**src/rtl/conv_input_pad_writer.sv**
```systemverilog
// conv_input_pad_writer
//
// Feeds the layer-0 input FIFO with a zero-padded image. A raw WIDTH x WIDTH
// RGB image arrives as a valid/ready pixel stream. The block writes the
// (WIDTH+2) x (WIDTH+2) frame in raster order, with a one-pixel zero border
// around the image, and respects FIFO back-pressure.
//
// Ports
//   clk          rising-edge clock
//   rst          synchronous, active-high reset
//   start        single-cycle frame start, honoured only while idle
//   pixel_in     unpadded pixel, B [3DW-1:2DW], G [2DW-1:DW], R [DW-1:0]
//   pixel_valid  pixel_in holds a valid pixel
//   pixel_ready  pixel consumed this cycle when pixel_valid & pixel_ready
//   fifo_full    downstream FIFO is full
//   wrreq        FIFO write strobe, one word per asserted cycle
//   data_out     FIFO write data, same B/G/R packing as pixel_in
//   busy         frame in progress (STREAM or DONE)
//   frame_done   one-cycle pulse after the final padded word is written
module conv_input_pad_writer #(
  parameter int DATA_WIDTH = 32,
  parameter int WIDTH      = 112
) (
  input  logic                    clk,
  input  logic                    rst,
  input  logic                    start,
  input  logic [3*DATA_WIDTH-1:0] pixel_in,
  input  logic                    pixel_valid,
  output logic                    pixel_ready,
  input  logic                    fifo_full,
  output logic                    wrreq,
  output logic [3*DATA_WIDTH-1:0] data_out,
  output logic                    busy,
  output logic                    frame_done
);

  localparam int CW = $clog2(WIDTH + 2);
  localparam logic [CW-1:0] LAST = CW'(WIDTH + 1);

  typedef enum logic [1:0] {
    IDLE,
    STREAM,
    DONE
  } state_t;

  state_t        state, state_next;
  logic [CW-1:0] row, col, row_next, col_next;
  logic          border;

  // The padded ring: the first and last row and column of the padded frame.
  assign border = (row == '0) || (row == LAST) || (col == '0) || (col == LAST);

  // NOTE: sequential state uses non-blocking assignments so every register
  // samples values from before the clock edge, whatever order the statements
  // are written in.
  always_ff @(posedge clk) begin
    if (rst) begin
      state <= IDLE;
      row   <= '0;
      col   <= '0;
    end else begin
      state <= state_next;
      row   <= row_next;
      col   <= col_next;
    end
  end

  // Outputs are combinational. A word is offered and accepted in the same
  // cycle, so back-pressure takes effect with no delay.
  always_comb begin
    // NOTE: every signal gets a default first. Without it, a path that does
    // not assign the signal would infer a latch.
    state_next  = state;
    row_next    = row;
    col_next    = col;
    wrreq       = 1'b0;
    pixel_ready = 1'b0;
    data_out    = '0;
    busy        = (state != IDLE);
    frame_done  = 1'b0;

    case (state)
      IDLE: begin
        if (start) begin
          state_next = STREAM;
          row_next   = '0;
          col_next   = '0;
        end
      end

      STREAM: begin
        if (border) begin
          // Zero words never wait for the pixel stream.
          wrreq = ~fifo_full;
        end else begin
          pixel_ready = ~fifo_full;
          wrreq       = pixel_valid & ~fifo_full;
          data_out    = pixel_in;
        end

        // The position moves only when a word is actually written.
        if (wrreq) begin
          if (col == LAST) begin
            col_next = '0;
            if (row == LAST) begin
              row_next   = '0;
              state_next = DONE;
            end else begin
              row_next = row + 1'b1;
            end
          end else begin
            col_next = col + 1'b1;
          end
        end
      end

      DONE: begin
        // A start pulse here is ignored. The next frame needs a fresh pulse
        // while idle.
        frame_done = 1'b1;
        state_next = IDLE;
      end

      default: state_next = IDLE;
    endcase
  end

endmodule

```
**config.mk**
```make
export PLATFORM = sky130hd
export DESIGN_NAME = conv_input_pad_writer
export DESIGN_NICKNAME = d
export VERILOG_FILES = /design/src/rtl/conv_input_pad_writer.sv
export SDC_FILE = /design/constraint.sdc
export NUM_CORES = 1
export LEC_CHECK = 0
export BUFFER_PORTS_ARGS = -buffer_cell sky130_fd_sc_hd__buf_2
export CAP_MARGIN = 20
export CORE_MARGIN = 10
export CORE_UTILIZATION = 30
export DETAILED_ROUTE_END_ITERATION = 7
export GPL_ROUTABILITY_DRIVEN = 0
export PLACE_DENSITY = 0.74
export SLEW_MARGIN = 20
export SYNTH_ARGS = -nofsm -noshare
export SYNTH_HDL_FRONTEND = slang
export SYNTH_SLANG_ARGS = --single-unit
```
**constraint.sdc**
```tcl
create_clock -name clk -period 1.8 [get_ports clk]
set_clock_uncertainty 0.1 [all_clocks]
set_input_delay 0.09 -clock clk [delete_from_list [all_inputs] [get_ports clk]]
set_output_delay 0.09 -clock clk [all_outputs]
set_load 0.03 [all_outputs]
```
# Word level (Yosys, flattened, before mapping)

Index checks and enable logic that the tools add are counted.

Register bits: 16
Logic and storage cells: 47
Input bits: 101
Output and inout port bits: 100

Bitwise logic cells: 2
Add/subtract/negate cells: 2
Equality and inequality tests: 8
Multiplexer cells: 21
Reductions and logical operators: 11

Operators by type and width:

| operator                                                        | number |
|---|---|
| 96-bit 2-to-1 mux                                               | 2 |
| 7-bit 2-to-1 mux                                                | 6 |
| 7-bit case mux with 2 select lines                              | 2 |
| 7-bit by 1-bit adder with 7-bit output, second input constant   | 2 |
| 7-bit == test, second input constant                            | 2 |
| 7-bit zero test                                                 | 2 |
| 2-bit 2-to-1 mux                                                | 4 |
| 2-bit != test, second input constant                            | 4 |
| 4-bit AND reduction                                             | 2 |
| 1-bit 2-to-1 mux                                                | 6 |
| 2-bit case mux with 2 select lines                              | 1 |
| 2-bit nonzero test                                              | 2 |
| 1-bit logical OR                                                | 3 |
| 3-bit AND reduction                                             | 1 |
| 2-bit by 1-bit == test with 1-bit output, second input constant | 1 |
| 2-bit == test, second input constant                            | 1 |
| 2-bit zero test                                                 | 1 |
| 1-bit bitwise AND                                               | 1 |
| 1-bit inverter                                                  | 1 |

# Longest topological paths before layout

Depth in word-level cells: 8
Depth in mapped cells: 9
Mapped depth without buffers: 7

# Worst setup path before layout

Ideal clock, no wire load.

Path kind: register to output
Start: register col[1]
End: output port data_out[64]
Data required time: 1.610 ns
Buffers on the path: 2
Path slack: -0.312 ns
Stages on the path, launching flop included: 10
Arrival time: 1.922 ns
Cells stage by stage: dfxtp_1 inv_1 ha_1 and4_1 nand2_1 nand2b_1 nor2_1 buf_2 clkbuf_1 and2_1

Longest elaborated chain between the ends: 5
Elaborated cells between the ends (all ways): 6
Classes of those cells: eq/ne (1); mux (2); reduce/logical (3)

RTL lines:

| what                     | RTL line | RTL |
|---|---|---|
| start: declaration       | 47       | `logic [CW-1:0] row, col, row_next, col_next;` |
| start signal: assignment | 64       | `col <= col_next;` |
| 7-bit zero test          | 51       | `assign border = (row == '0) \|\| (row == LAST) \|\| (col == '0) \|\| (col == LAST);` |
| 1-bit logical OR         | 51       |  |
| 1-bit logical OR *       | 51       |  |
| 96-bit 2-to-1 mux *      | 92       | `if (border) begin` |
| 96-bit 2-to-1 mux *      | 82       | `case (state)` |
| end: declaration         | 32       | `output logic [3*DATA_WIDTH-1:0] data_out,` |

Every way passes the cells marked *; elsewhere a longest branch is shown, timed or not.

# Worst setup path after layout

Start: register row[1]
End: output port data_out[11]

Longest elaborated chain between the ends: 6
Elaborated cells between the ends (all ways): 7
Classes of those cells: eq/ne (1); mux (2); reduce/logical (4)

RTL lines:

| what                                                    | RTL line | RTL |
|---|---|---|
| start: declaration                                      | 47       |  |
| start signal: assignment                                | 63       | `row <= row_next;` |
| 7-bit == test / 7-bit zero test (equally long branches) | 51       |  |
| 1-bit logical OR * (3 in series)                        | 51       |  |
| 96-bit 2-to-1 mux *                                     | 92       |  |
| 96-bit 2-to-1 mux *                                     | 82       |  |

Marked as above.

==> results by group <==
Logic synthesis
  • Net count after synthesis: 334
  • Cell accounting for the most synthesized area: and2_1
  • Ys async rst share: 0%
  • Synth unique cells: 42
  • Synth Area per Inst: around 7.4 um^2
  • Post-synth top cells: 96 x and2_1, 16 x dfxtp_1, 15 x nand3_1, 10 x nand2_1, 9 x a21oi_1
  • Warnings from Yosys: 0
  • Top_reg_cell synth: dfxtp_1
  • Cell count after synthesis: 227
  • Post-Syn Area: between 0.0015 and 0.002 mm^2
  • Yosys reg bits: 16
  • Top cells by area, synth: and2_1 36%, dfxtp_1 19%, ha_1 4.5%
  • Top-count cell post-synth: and2_1
  • EDFF count, synth: 0
  • Post-synthesis sequential area ratio: 19.1%
  • Yosys top cell area share: 35.9%

Setup path
  • CP startpoint: row[1]$_SDFFE_PP0P_
  • Crit path cell chain: inv_2 > ha_4 > or4b_4 > a21o_1 > nand2_2 > nor2_4 > buf_12 > and2_4 > buf_6
  • Arr. time, crit path: 2.12 ns
  • Worst setup SP type: flop
  • Worst path required time: 1.61 ns
  • R2R Setup Slk: -0.47 ns
  • CP Capture Type: primary output
  • Buf/Inv on CP: 3
  • Critical Path Fanout Max: 40
  • CP Class: flop to primary output
  • Slowest-stage cell, CP: or4b_4
  • Reg-to-reg critical path startpoint: row[1]$_SDFFE_PP0P_
  • Slowest stage delay, CP: roughly 0.46 ns
  • CP delay by family, top: simple AND/OR/NAND/NOR gates

Pwr
  • Leakage: around 2 nW
  • Power Total: 890 uW
  • Peak supply drop: 411 uV
  • Pwr Density: about 220 mW/mm^2

Floorplan
  • Die Ht: 94.7 um
  • Row Count: 27
  • Die Wd: 94.7 um
  • IO Count: 201
  • Die area: 0.00896 mm^2
  • Starting Density: 30.6%
  • Core area: 0.00547 mm^2

Place
  • PortBufs: 200
  • Detailed Place HPWL: around 7600 um
  • Area after DPL: 0.00320 mm^2

Clock network
  • CTS Buf Count: 3
  • Root Buffer: clkbuf_8
  • Worst-skew pair later-pin latency: 0.26 ns
  • Max H-tree Level: 1
  • CTS tree: yes
  • Clk buf depth: 2
  • Reg clk slew, reported paths: 0.06 ns
  • TritonCTS Sinks: 16

Global routing
  • Vias in the first global route: ~2700
  • First-pass GRT wire length: 15300 um
  • Pin count of the biggest net entering global routing: 41
  • Total grt overflow: 0
  • Gr usage total: 21.3%
  • Initial antenna violation count: 1

Layout
  • Post-layout net count: 565
  • Layout cells sized above 1: 84.2%
  • Fin area: 0.00407 mm^2
  • Layout area overhead: 143%
  • Final Util: 74.4%

Drt
  • DRT Wirelength: between 10000 and 15000 um
  • Antenna-violating nets left: 0
  • Wire per inst: roughly 21 um
  • Vias/cell: 5.06
  • Post-route DRC: 0
  • Vias: 2681
  • 1st-pass router iterations: 4
  • Starting DRT DRC Count: 76

Worst hold path
  • Path category of the worst min-delay check: primary input to flop
  • HP Start: start

STA
  • Worst-Margin Slew: 0.441 ns
  • Fmax: 433 MHz
  • Hold WS: 0.0486 ns
  • Relative slew slack: 70.6%
  • Min cycle time layout: 2.31 ns
  • Number of setup violations in the final report: around 110
  • Final period util: 128%
  • Worst Setup Slack, final: -0.508 ns
  • RSZ-0062 raised after global routing: yes
  • Slew Limit Fails: 0
  • Final hold violation count: 0

Outcome
  • Status: finished with violations
  • Failing checks: negative setup slack

Run
  • Max Cap Violations: 0
[metrics by stage]
stage / std cells / TNS, ns / setup slack, ns
floorplan: 227 / -6.08 / -0.142
global placement: 516 / -22.90 / -0.246
detailed placement: 516 / -26.88 / -0.289
CTS: 525 / -42.75 / -0.451
global route: 530 / -60.10 / -0.585
finish: 530 / -50.92 / -0.508
[per-layer routing]
metal / global-route usage (%) / vias up / share of wire [%]
li1: - / 1231 / -
met2: 41.4 / 138 / 55
met3: 4.12 / 21 / 7.5
met1: 22.4 / 1291 / 35
met4: 6.61 / 0 / 2.5
met5: 0 / - / 0
[cells in the final DEF, fill, tap and decap left out, drive strengths merged, types with 3 or more instances in the layout]
cell / count
buf: 239
nand2b: 5
or2: 3
dfxtp: 16
or3: 3
inv: 6
nand2: 10
nand3: 15
clkbuf: 3
and2: 96
nor2: 6
ha: 6
a21oi: 10
a311oi: 4
a31oi: 4
[repair_timing]
| action | CTS | global route |
|---|---|---|
| setup endpoints to repair | 109 | 114 |
| gates cloned | 0 | 0 |
| setup buffers | 7 | 4 |
| hold buffers | 0 | 0 |
| resized for setup | 181 | 42 |
| pin swaps | 15 | 11 |
[sequential cells by signal, summed over array words and instances, names as in the netlist]
register and cells:
col 7, row 7, state 2
[cell type report]
cell class / instances / area (um^2)
Multi-Input combinational cell: 192 / 1690
Timing Repair Buffer: 239 / 1900
Antenna cell: 2 / 5.00
Sequential cell: 16 / 325
Fill cell: 367 / 1400
Tap cell: 72 / 90.1
Inverter: 6 / 22.5
Clock buffer: 3 / 41.3
[worst min-delay path, stage by stage]
cell	delay (ns)
buf_2	0.10
nor2_1	0.10
a2111oi_2	0.06
[report_power, final]
part           total, mW  internal, mW  switching, mW
Sequential         0.361         0.357        0.00308
Combinational      0.249         0.131          0.118
Clock              0.280         0.149          0.131
Total              0.890         0.638          0.252
[worst paths after layout]
path                                               to  depth (start not counted)
worst max-delay path                     data_out[11]                          9
worst min-delay path            state[0]$_SDFFE_PP0P_                          3
worst max register to register    col[3]$_SDFFE_PP0P_                          8
worst min register to register    row[6]$_SDFFE_PP0P_                          1
[kinds of logic (layout without fill, tap and decap cells)]
logic type,after synthesis,in the layout,share of synthesized area [%]
flip-flops,16,16,19.1
AO/OA/AOI/OAI,32,32,14.8
other,0,2,0
AND/OR/NAND/NOR,154,154,55.9
buffers and inverters,19,248,5.68
adder cells (fa/ha/maj),6,6,4.49
No activity file was read; power rests on OpenSTA's default activity.
